--- src/rtl/periph_stream_pkg.sv ---
// Shared types and helpers for the stream-side peripherals.
package periph_stream_pkg;

    localparam int unsigned SKID_DEPTH = 2;

    typedef logic [1:0] occ_t;

    // Counter width that never collapses to zero bits for tiny ranges.
    function automatic int unsigned clog2_min1(input int unsigned n);
        return (n <= 2) ? 1 : $clog2(n);
    endfunction

endpackage

--- src/rtl/fifo_rd_skid.sv ---
// Two-entry skid buffer that absorbs the FIFO read latency and feeds the stream head.
module fifo_rd_skid #(
    parameter int unsigned DATA_WIDTH = 32
) (
    input  logic                  clk,
    input  logic                  rst,
    input  logic                  push,
    input  logic [DATA_WIDTH-1:0] push_data,
    input  logic                  pop,
    output logic                  valid,
    output logic [DATA_WIDTH-1:0] head_data,
    output periph_stream_pkg::occ_t occ
);
    import periph_stream_pkg::*;

    logic [DATA_WIDTH-1:0] mem [SKID_DEPTH];
    logic                  head;
    logic                  tail;

    assign valid     = (occ != '0);
    assign head_data = mem[head];

    always_ff @(posedge clk) begin
        if (rst) begin
            for (int unsigned i = 0; i < SKID_DEPTH; i++) begin
                mem[i] <= '0;
            end
            head <= 1'b0;
            tail <= 1'b0;
            occ  <= '0;
        end else begin
            if (push) begin
                mem[tail] <= push_data;
                tail      <= ~tail;
            end
            if (pop) begin
                head <= ~head;
            end
            occ <= occ_t'(occ + occ_t'(push) - occ_t'(pop));
        end
    end

    occ_bound_a: assert property (@(posedge clk) disable iff (rst) occ <= occ_t'(SKID_DEPTH));
    pop_valid_a: assert property (@(posedge clk) disable iff (rst) pop |-> valid);

endmodule

--- src/rtl/fifo_stream_reader.sv ---
// Non-FWFT FIFO drain into a valid/ready stream master at full rate.
// Define FIFO_RD_TLAST_EN to frame the stream into PKT_LEN-beat packets with m_tlast.
module fifo_stream_reader #(
    parameter int unsigned DATA_WIDTH = 32,
    parameter int unsigned PKT_LEN    = 16
) (
    input  logic                  clk,
    input  logic                  rst,
    output logic                  fifo_rd_en,
    input  logic [DATA_WIDTH-1:0] fifo_dout,
    input  logic                  fifo_empty,
    output logic [DATA_WIDTH-1:0] m_tdata,
    output logic                  m_tvalid,
    input  logic                  m_tready,
    output logic                  m_tlast
);
    import periph_stream_pkg::*;

    logic       inflight;
    logic       pop;
    occ_t       occ;
    logic [2:0] level;

    assign pop = m_tvalid & m_tready;

    // Combinational from m_tready so a pop frees a slot in the same cycle.
    always_comb begin
        level      = {1'b0, occ} + {2'b00, inflight} - {2'b00, pop};
        fifo_rd_en = !rst && !fifo_empty && (level < 3'(SKID_DEPTH));
    end

    always_ff @(posedge clk) begin
        if (rst) begin
            inflight <= 1'b0;
        end else begin
            inflight <= fifo_rd_en;
        end
    end

    fifo_rd_skid #(
        .DATA_WIDTH(DATA_WIDTH)
    ) u_skid (
        .clk      (clk),
        .rst      (rst),
        .push     (inflight),
        .push_data(fifo_dout),
        .pop      (pop),
        .valid    (m_tvalid),
        .head_data(m_tdata),
        .occ      (occ)
    );

`ifdef FIFO_RD_TLAST_EN
    localparam int unsigned        CW   = clog2_min1(PKT_LEN);
    localparam logic [CW-1:0]      LAST = CW'(PKT_LEN - 1);

    logic [CW-1:0] beat_cnt;

    always_ff @(posedge clk) begin
        if (rst) begin
            beat_cnt <= '0;
        end else if (pop) begin
            beat_cnt <= (beat_cnt == LAST) ? '0 : beat_cnt + 1'b1;
        end
    end

    assign m_tlast = m_tvalid & (beat_cnt == LAST);
`else
    assign m_tlast = 1'b0;
`endif

    pkt_len_a: assert property (@(posedge clk) PKT_LEN >= 2);

endmodule

--- config.mk ---
export PLATFORM = sky130hd
export DESIGN_NAME = fifo_stream_reader
export DESIGN_NICKNAME = d
export VERILOG_FILES = /design/src/rtl/periph_stream_pkg.sv /design/src/rtl/fifo_rd_skid.sv /design/src/rtl/fifo_stream_reader.sv
export SDC_FILE = /design/constraint.sdc
export NUM_CORES = 1
export LEC_CHECK = 0
export ABC_AREA = 1
export CAP_MARGIN = 40
export CORE_ASPECT_RATIO = 1.1
export CORE_MARGIN = 1
export CORE_UTILIZATION = 45
export CTS_CLUSTER_DIAMETER = 200
export DETAILED_ROUTE_END_ITERATION = 6
export GPL_ROUTABILITY_DRIVEN = 0
export PLACE_DENSITY = 0.74
export REMOVE_ABC_BUFFERS = 1
export SLEW_MARGIN = 20
export SYNTH_ARGS = -nofsm -noshare
export SYNTH_HDL_FRONTEND = slang
export SYNTH_SLANG_ARGS = --single-unit
--- constraint.sdc ---
create_clock -name clk -period 3.1 [get_ports clk]
set_clock_uncertainty 0.2 [all_clocks]
set_input_delay 0.93 -clock clk [delete_from_list [all_inputs] [get_ports clk]]
set_output_delay 0.93 -clock clk [all_outputs]
set_load 0.02 [all_outputs]
# --- Word level (Yosys, flattened, before mapping) ---
# Memories as Yosys holds them, arrays and structs flattened. A register that Yosys moved wholly into a read port is not among the register bits.
# Index checks and enable logic that the tools add are counted.
word_totals:
  reg_bits: 5
  ramBits: 64
  latch_bits: 0
  n_memories: 1
  wordCells: 29
  mem_bits_ro: 0
  input_bits: 36
mem_list:
  columns: ["memory", "depth", "word_bits", "read_ports", "rd_ports_with_merged_regs", "write_ports", "line_no", "text"]
  rows:
  - ["u_skid.mem", 2, 32, 1, 1, 2, "fifo_rd_skid.sv:16", "logic [DATA_WIDTH-1:0] mem [SKID_DEPTH];"]
classes:
  add_sub_neg: 4
  n_mul: 0
  mux: 10
  n_eq_ne: 0
  reduce_logical: 6
  n_shift: 0
  magnitude_cmp: 1
  bitwise_logic: 3
  n_div: 0
ops:
  columns: ["operator", "n"]
  rows:
  - ["$mux W32", 1]
  - ["$reduce_or A32 Y1", 1]
  - ["$mux W1", 9]
  - ["$add A2 B1 Y3", 1]
  - ["$lt A3 B2 Y1 const B", 1]
  - ["$sub A3 B1 Y3", 1]
  - ["$add A2 B1 Y2", 1]
  - ["$logic_and A1 B1 Y1", 2]
  - ["$logic_not A1 Y1", 2]
  - ["$not A1 Y1", 2]
  - ["$reduce_bool A2 Y1", 1]
  - ["$sub A2 B1 Y2", 1]
  - ["$and A1 B1 Y1", 1]

# --- Logic depth before layout (Yosys ltp) ---
# Gate-level depths: netlist (run 1).
logic_depth:
  word_depth: 5
  ltp_mapped: 9
  depth_no_buf: 9

# --- Cells and area by module ---
# Synthesis (run 1) repeated with hierarchy kept, for this count alone.
hier_totals:
  hier_cells: 253
  area_unflattened_um2: 3131.8
modules_own_cells:
  columns: ["mod", "area_each_um2", "seq_area_each_um2", "n_inst", "cells_each"]
  rows:
  - ["fifo_rd_skid", 3010.4, 2021.9, 1, 233]
  - ["fifo_stream_reader", 121.4, 20.0, 1, 20]

# --- Least setup slack after synthesis (run 1) ---
# No wires, ideal clock.
synth_timing:
  kind: "input to output"
  start: "in m_tready"
  end: "out fifo_rd_en"
  path_slack_ns: -0.365
  t_required_ns: 1.970
  stages: 9
  t_arrival_ns: 2.335
  path_cell_list: "inv_1 > nor2_1 > ha_1 > inv_1 > ha_1 > fa_1 > inv_1 > nand2_1 > nor2_1"
synth_via:
  elab_chain_len: 4
synth_lines:
  columns: ["item", "line_no", "text"]
  rows:
  - ["from (decl)", "fifo_stream_reader.sv:14", "input logic m_tready,"]
  - ["$and A1 B1 Y1", "fifo_stream_reader.sv:24", "assign pop = m_tvalid & m_tready;"]
  - ["via pop", "fifo_stream_reader.sv:20", "logic pop;"]
  - ["$sub A3 B1 Y3", "fifo_stream_reader.sv:28", "level = {1'b0, occ} + {2'b00, inflight} - {2'b00, pop};"]
  - ["via level[1]", "fifo_stream_reader.sv:22", "logic [2:0] level;"]
  - ["$lt A3 B2 Y1", "fifo_stream_reader.sv:29", "fifo_rd_en = !rst && !fifo_empty && (level < 3'(SKID_DEPTH));"]
  - ["$logic_and A1 B1 Y1", "fifo_stream_reader.sv:29", null]
  - ["to (decl)", "fifo_stream_reader.sv:9", "output logic fifo_rd_en,"]
# The timed path passes the listed nets, and every way through them passes these cells.

# --- Worst setup path after layout (run 1) ---
layout_timing:
  start: "in m_tready"
  end: "reg inflight"
layout_via:
  elab_chain_len: 4
layout_lines:
  columns: ["item", "line_no", "text"]
  rows:
  - ["$and A1 B1 Y1", "fifo_stream_reader.sv:24", null]
  - ["via pop", "fifo_stream_reader.sv:20", null]
  - ["$sub A3 B1 Y3", "fifo_stream_reader.sv:28", null]
  - ["via level[1]", "fifo_stream_reader.sv:22", null]
  - ["$lt A3 B2 Y1", "fifo_stream_reader.sv:29", null]
  - ["$logic_and A1 B1 Y1", "fifo_stream_reader.sv:29", null]
  - ["to (signal assigned)", "fifo_stream_reader.sv:36", "inflight <= fifo_rd_en;"]
  - ["to (decl)", "fifo_stream_reader.sv:19", "logic inflight;"]
# The timed path passes the listed nets, and every way through them passes these cells.
# A chain may end at the register's enable or synchronous reset.

==> results of run 1 <==
-- layout make-up --
class,count,share of cell area (%)
well taps,82,2.475
clock inverters,4,0.3924
inverters,41,3.773
clock buffers,10,3.079
multi-input cells,122,19.74
flip-flops and latches,70,49.29
repair buffers,94,21.25
-- cells in the final DEF (no fill, tap or decap) --
master | Yosys | final
inv_2 | 2 | 4
clkinv_2 | 0 | 1
nand3_2 | 1 | 1
buf_8 | 0 | 1
conb_1 | 1 | 1
clkbuf_8 | 0 | 9
clkdlybuf4s50_1 | 0 | 67
fa_2 | 0 | 1
mux2_2 | 28 | 28
nand2_1 | 6 | 5
buf_4 | 3 | 26
xnor2_2 | 0 | 1
mux2_4 | 4 | 4
clkinv_1 | 0 | 3
inv_1 | 39 | 36
nand3_1 | 2 | 2
nand2_2 | 1 | 2
nor2_1 | 74 | 72
inv_4 | 0 | 1
nor2_4 | 1 | 2
edfxtp_1 | 64 | 64
dfxtp_2 | 0 | 1
ha_4 | 0 | 2
clkbuf_1 | 0 | 1
dfxtp_1 | 6 | 5
nor2_2 | 0 | 1
-- kinds of logic (layout without fill, tap and decap cells) --
kind of cell,after synthesis,in the layout
buffers and inverters,52,149
adder cells (fa/ha/maj),3,3
multiplexers,32,32
AND/OR/NAND/NOR,85,85
other,1,1
flip-flops,70,70
XOR/XNOR,1,1
-- routing by layer --
layer | vias up | share of wire (%)
met5 | - | 0
met2 | 57 | 54
met1 | 915 | 39
met3 | 11 | 4.7
li1 | 970 | -
met4 | 0 | 1.8
-- flip-flops by register name, indices dropped and copies added (netlist names), named ones only --
signal	count
u_skid.mem	64
u_skid.occ	2
inflight	1
u_skid.head	1
u_skid.tail	1
-- worst max-delay path: cells and delay by family --
kind	cells	cell delay (ns)
AND/OR/NAND/NOR	3	0.29
buffers and inverters	15	1.59
adder cells (fa/ha/maj)	3	0.77
-- final timing paths --
kind,to,from,slack (ns)
worst min register to register,u_skid.tail,u_skid.tail,0.34
worst max register to register,inflight,u_skid.occ[1],-0.19
worst max-delay path,inflight,m_tready,-0.43
worst min-delay path,u_skid.tail,u_skid.tail,0.34
-- power breakdown --
part	total, mW	leakage, nW	internal [mW]	switching (mW)
clock	0.561	0.0745	0.272	0.289
sequential	1.23	0.713	1.19	0.0472
combinational	1.05	0.958	0.547	0.508
-- what timing repair did --
item	in CTS	in global routing
buffers inserted	11	1
pin swaps	5	3
endpoints found under the setup margin	1	2
resized for setup	19	5
==> results.ini, run 1 <==
[sta]
fin_tns_setup_ns = -0.8439
hold_slack_ns = 0.3352
final-setup-viol-count = 2
clock.fmax_mhz = 283.3
rsz0062_at_grt = yes
hold_viol = 0
fin_crit_ns = 3.530
slew_viol_final = 0
fin_ws_ns = -0.4299
period_share_pct = 113.9

[floorplanning]
coreArea_mm2 = 0.006555
start_util_pct = 46.59
die_area_mm2 = 0.007121
rows = 31
ios = 71
fp.dieH_um = 88.41
die_w_um = 80.55

[synthesis]
yosys.area_share.simple_pct = 11.06
avgSynthCellArea_um2 = 12.52
synth_top_family_by_area = multiplexers
netlist_instances = 244
synth_ff_type = edfxtp_1
synthAdderAreaFrac_pct = 1.475
yosysTopAreaCell = edfxtp_1
ys_seq_area_share_pct = 66.86
async_reset_ff_share_pct = 0
netlist_area_mm2 = 0.003054
synth_area_leaders = edfxtp_1 63%, mux2_2 10%, nor2_1 9.1%, inv_1 4.8%, dfxtp_1 3.9%
synth_compound_area_share_pct = 0
yosysTopAreaCellShare_pct = 62.93
synth_common_cells = 74 x nor2_1, 64 x edfxtp_1, 39 x inv_1, 28 x mux2_2
synth_edf_count = 64
synth_xor_area_share_pct = 0.2868
ys_warn_count = 0
synthMuxAreaShare_pct = 12.29
synth_seq_cells = 70
yosysUniqueCellTypes = 19
synth_most_common_cell = nor2_1

[routing]
drtPass1Iterations = 4
route.detailed.drc = 0
vias = 1953
drt_iter0_markers = 92
routed_wl_mm = 5.698
wire_per_inst_um = 13.47
ant_nets = 0
drt-vias-per-instance = 4.617

[final_layout]
syn2layout_area_growth_pct = 35.72
nets = 377
regArea_mm2 = 0.002043
antennaDiodeCount = 0
drive_gt1_share_pct = 24.93
fin_util_pct = 63.24
final_cells = 423
multi_input_area_um2 = 818.3
final_area_mm2 = 0.004145
nFillCells = 529

[clock_tree]
cts_buffer_depth = 2
cts_root_buf = clkbuf_8
clkSinkCount = 70
insertion_delay_ns = 0.32
clkTransAtPathRegs_ns = 0.06
numCtsBuffers = 9
cts_tree = built
cts_hold_buf = 0
cts_htree_levels = 3

[setup_path]
crit_chain = buf_8, inv_4, nor2_4, ha_4, inv_2, ha_4, fa_2, inv_2, nand2_2, buf_4, buf_4, buf_4, buf_4, buf_4, buf_4, buf_4, buf_4, buf_4, buf_4, buf_4, nor2_2
endpoint_kind = flop
cpPeakStageDelay_ns = 0.43
critPathLaunchType = input pin
critPathArrivalTime_ns = 3.58
critical_path.slowest_cell = fa_2
critPathKind = in2reg
path_common_cell = buf_4
cp_max_fo = 2
rr_worst_depth = 20
crit_required_ns = 3.15

[power]
ir_drop_mv = 0.3560
finalPower_mw = 2.849
p_leak_nw = 1.746
power.density_mw_per_mm2 = 687.3

[worst_hold_path]
hold_depth = 2
hold_path.class = reg2reg

[place]
io_buffers = 69
dpl.hpwl_mm = 3.477
placed_area_mm2 = 0.003859
placed_cells = 397
post-place-ws_ns = -1.379

[grt]
antenna_found_initial = 0
grt_pass1_wl_mm = 8.997
overflow = 0
grtUsageMet3_pct = 3.299
grt_max_degree = 20
use_met2_pct = 30.82
top_usage_layer = met2
grt.met1_usage_pct = 20.12
track_usage_pct = 17.35
grt_pass1_vias = 1969

[flow_run]
maxCapViolations = 0

[status]
run_status = finished with violations
violations = negative setup slack

No activity file was read; power rests on OpenSTA's default activity.
==> inputs of run 2 (changes only) <==
--- a/config.mk
+++ b/config.mk
@@ -5,16 +5,17 @@
 export SDC_FILE = /design/constraint.sdc
 export NUM_CORES = 1
 export LEC_CHECK = 0
-export ABC_AREA = 1
+export ABC_AREA = 0
 export CAP_MARGIN = 40
 export CORE_ASPECT_RATIO = 1.1
 export CORE_MARGIN = 1
-export CORE_UTILIZATION = 45
+export CORE_UTILIZATION = 46
 export CTS_CLUSTER_DIAMETER = 200
 export DETAILED_ROUTE_END_ITERATION = 6
 export GPL_ROUTABILITY_DRIVEN = 0
 export PLACE_DENSITY = 0.74
 export REMOVE_ABC_BUFFERS = 1
+export SKIP_LAST_GASP = 1
 export SLEW_MARGIN = 20
 export SYNTH_ARGS = -nofsm -noshare
 export SYNTH_HDL_FRONTEND = slang
==> run 2 against run 1 <==
Compared with the run above: the flow still finishes with violations (negative setup slack); global-route usage up 1.2 points; critical path depth down 13; first-iteration DRC count up 2.2%; worst hold slack worse by 0.052 ns; final cell count down 2.4%; highest routed layer unchanged; synthesized cell count down 2.0%; largest cell class unchanged; critical endpoint is now fifo_rd_en; fmax down 5.2%.
==> results.ini, run 2 <==
[final_layout]
layout_commonest_cell = clkdlybuf4s50_1
nets = 367  ; -2.7%
syn2layout_area_growth_pct = 32.16
final_area_mm2 = 0.004304  ; +3.8%
final_cell_mix = 67 x clkdlybuf4s50_1, 65 x nor2_1, 64 x edfxtp_1
top_register = u_skid.mem
largest_reg_flops = 64  ; unchanged
final_cells = 413  ; -2.4%
antennaDiodeCount = 0  ; unchanged
reg.largest.list = u_skid.mem x64, u_skid.occ x2
drive_gt1_share_pct = 24.17  ; -0.76 points

[floorplanning]
rows = 31  ; unchanged
start_util_pct = 48.54  ; +1.9 points
die_area_mm2 = 0.007421  ; +4.2%
die_w_um = 82.23  ; +2.1%
coreArea_mm2 = 0.006710  ; +2.4%
ios = 71  ; unchanged
fp.dieH_um = 90.25  ; +2.1%

[status]
run_status = finished with violations
violations = negative setup slack

[grt]
grt_pass1_wl_mm = 10.03  ; +12%
grt_pass1_vias = 2214  ; +12%
overflow = 0  ; unchanged
track_usage_pct = 18.55  ; +1.2 points
antenna_found_initial = 0  ; unchanged
grt_max_degree = 41  ; +110%

[sta]
clock.fmax_mhz = 268.7  ; -5.2%
fin_crit_ns = 3.722  ; +0.1918 ns
period_share_pct = 120.1  ; +6.2 points
slew_viol_final = 0  ; unchanged
final-setup-viol-count = 1  ; -1
rsz0062_at_grt = yes
fin_tns_setup_ns = -0.6216  ; +0.2223 ns
hold_viol = 0  ; unchanged
fin_ws_ns = -0.6216  ; -0.1918 ns

[synthesis]
ys_warn_count = 0  ; unchanged
synth_edf_count = 64  ; unchanged
synth_area_leaders = edfxtp_1 59%, mux2_4 14%, nor2_1 7.5%, nand2b_1 6.9%, dfxtp_1 3.7%
async_reset_ff_share_pct = 0  ; unchanged
yosysUniqueCellTypes = 22  ; +3
yosysTopAreaCellShare_pct = 59.01  ; -3.9 points
synth_seq_cells = 70  ; unchanged
netlist_area_mm2 = 0.003257  ; +6.6%
synth_ff_type = edfxtp_1
ys_seq_area_share_pct = 62.70  ; -4.2 points
netlist_instances = 239  ; -2.0%
synth_common_cells = 65 x nor2_1, 64 x edfxtp_1, 36 x nand2b_1, 30 x mux2_4, 7 x buf_6
yosysTopAreaCell = edfxtp_1
avgSynthCellArea_um2 = 13.63  ; +8.9%
synth_most_common_cell = nor2_1

[routing]
drt-vias-per-instance = 5.015  ; +8.6%
vias = 2071  ; +6.0%
routed_wl_mm = 6.289  ; +10%
ant_nets = 0  ; unchanged
drtPass1Iterations = 4  ; unchanged
drt_iter0_markers = 94  ; +2.2%
route.detailed.drc = 0  ; unchanged
wire_per_inst_um = 15.23  ; +13%

[setup_path]
crit_start = m_tready
crit_chain = buf_6, o21a_1, ha_1, inv_1, ha_2, fa_2, nor4_2, buf_4
r2r-end = u_skid.head
cp_max_fo = 2  ; unchanged
crit_required_ns = 1.97  ; -1.18 ns
cpPeakStageDelay_ns = 0.47  ; +0.04 ns
critical_path.slowest_cell = fa_2
r2r_slack_ns = 0.35  ; +0.54 ns
endpoint_kind = output port
critical-path-top-delay-family = adder cells
critPathLaunchType = input pin
critPathArrivalTime_ns = 2.59  ; -0.99 ns
rr_startpoint = u_skid.occ[1]
critPathBufInv = 3  ; -12
critPathKind = in2out
rr_worst_depth = 15  ; -25%

[place]
placed_cells = 385  ; -3.0%
dpl.hpwl_mm = 3.876  ; +11%
io_buffers = 69  ; unchanged
placed_area_mm2 = 0.004029  ; +4.4%

[power]
power.density_mw_per_mm2 = 763.5  ; +11%
ir_drop_mv = 0.4405  ; +24%
finalPower_mw = 3.286  ; +15%
p_leak_nw = 1.646  ; -5.7%

[worst_hold_path]
hold_path.class = reg2reg
min_to = u_skid.tail
hold_depth = 2  ; unchanged
holdCritStartpoint = u_skid.tail

[clock_tree]
cts_buffer_depth = 2  ; unchanged
cts_root_buf = clkbuf_8
clkSinkCount = 70  ; unchanged
clkTransAtPathRegs_ns = 0.07  ; about the same
cts_htree_levels = 3  ; unchanged
numCtsBuffers = 9  ; unchanged
insertion_delay_ns = 0.33  ; about the same
cts_tree = built

[flow_run]
maxCapViolations = 0  ; unchanged

run 2: cell count changes in the layout (fill, tap and decap cells not counted), sizes merged:
cell | previous run | this run
inv | 41 | 4
nand2b | 0 | 36
nor2 | 75 | 65
nand2 | 7 | 2
nand3 | 3 | 0
mux2 | 32 | 34
nor2b | 0 | 2
nor4 | 0 | 2
a21oi | 0 | 1
and2b | 0 | 1
clkbuf | 10 | 11
clkinv | 4 | 3
o21a | 0 | 1
run 2: worst max-delay path by stage:
stage                       endpoint  depth (start not counted)  slack (ns)
final                     fifo_rd_en                          8       -0.62
after global routing      fifo_rd_en                          8       -0.69
after CTS                 fifo_rd_en                          8       -0.65
after detailed placement  fifo_rd_en                          8       -1.42
after global placement    fifo_rd_en                          8       -1.31
after floorplan           fifo_rd_en                          6       -0.71
run 2: repair_timing:
action                                 4_1_cts  5_1_grt
pin swaps                                    3        3
endpoints found under the hold margin        0        0
hold buffers                                 0        0
gates resized for setup                     10        6
setup buffers                               20        2
setup endpoints to repair                    1        3
run 2: routing by layer:
layer  up-vias  wire [um]  share of wire (%)  global-route usage, %
li1        990          -                  -                      -
met1      1008       2447                 39                  19.90
met2        62       3412                 54                  33.54
met4         0        126                2.0                  8.772
met3        11        303                4.8                  3.737
met5         -          0                  0                      0
run 2: area by class of cell:
| class | instances | area, um2 |
|---|---|---|
| fillers | 531 | 2406 |
| flip-flops and latches | 70 | 2043 |
| multi-input cells | 149 | 1109 |
| clock buffers | 11 | 131.4 |
| repair buffers | 94 | 889.6 |
| well taps | 82 | 102.6 |
| clock inverters | 3 | 13.76 |
| inverters | 4 | 15.01 |
run 2: cell families after synthesis:
kind of cell	count (synthesis)	share of synthesized area, %
AND/OR/NAND/NOR	108	15.64
flip-flops	70	62.70
multiplexers	34	15.21
buffers and inverters	20	4.303
adder cells (fa/ha/maj)	3	1.383
AO/OA/AOI/OAI	2	0.3841
other	1	0.1151
XOR/XNOR	1	0.2690
run 2: metrics by stage:
step           util, %  worst slack, ns  hold slack [ns]
6_report         64.14          -0.6216           0.2835
5_1_grt          64.14          -0.6863           0.3229
4_1_cts          64.42          -0.6532           0.2817
3_5_place_dp     60.04           -1.418           0.2732
3_3_place_gp     60.04           -1.308           0.2664
2_1_floorplan        -          -0.7138           0.2517
run 2: worst min-delay path, cell delays in order (launching register included):
cell and delay, ns:
dfxtp_1 0.32, nand2b_1 0.07, a21oi_1 0.06
run 2: report_power, final:
group,switching (mW),total [mW],internal [mW]
registers,0.0556,1.29,1.24
logic,0.641,1.41,0.773
clock network,0.302,0.578,0.276
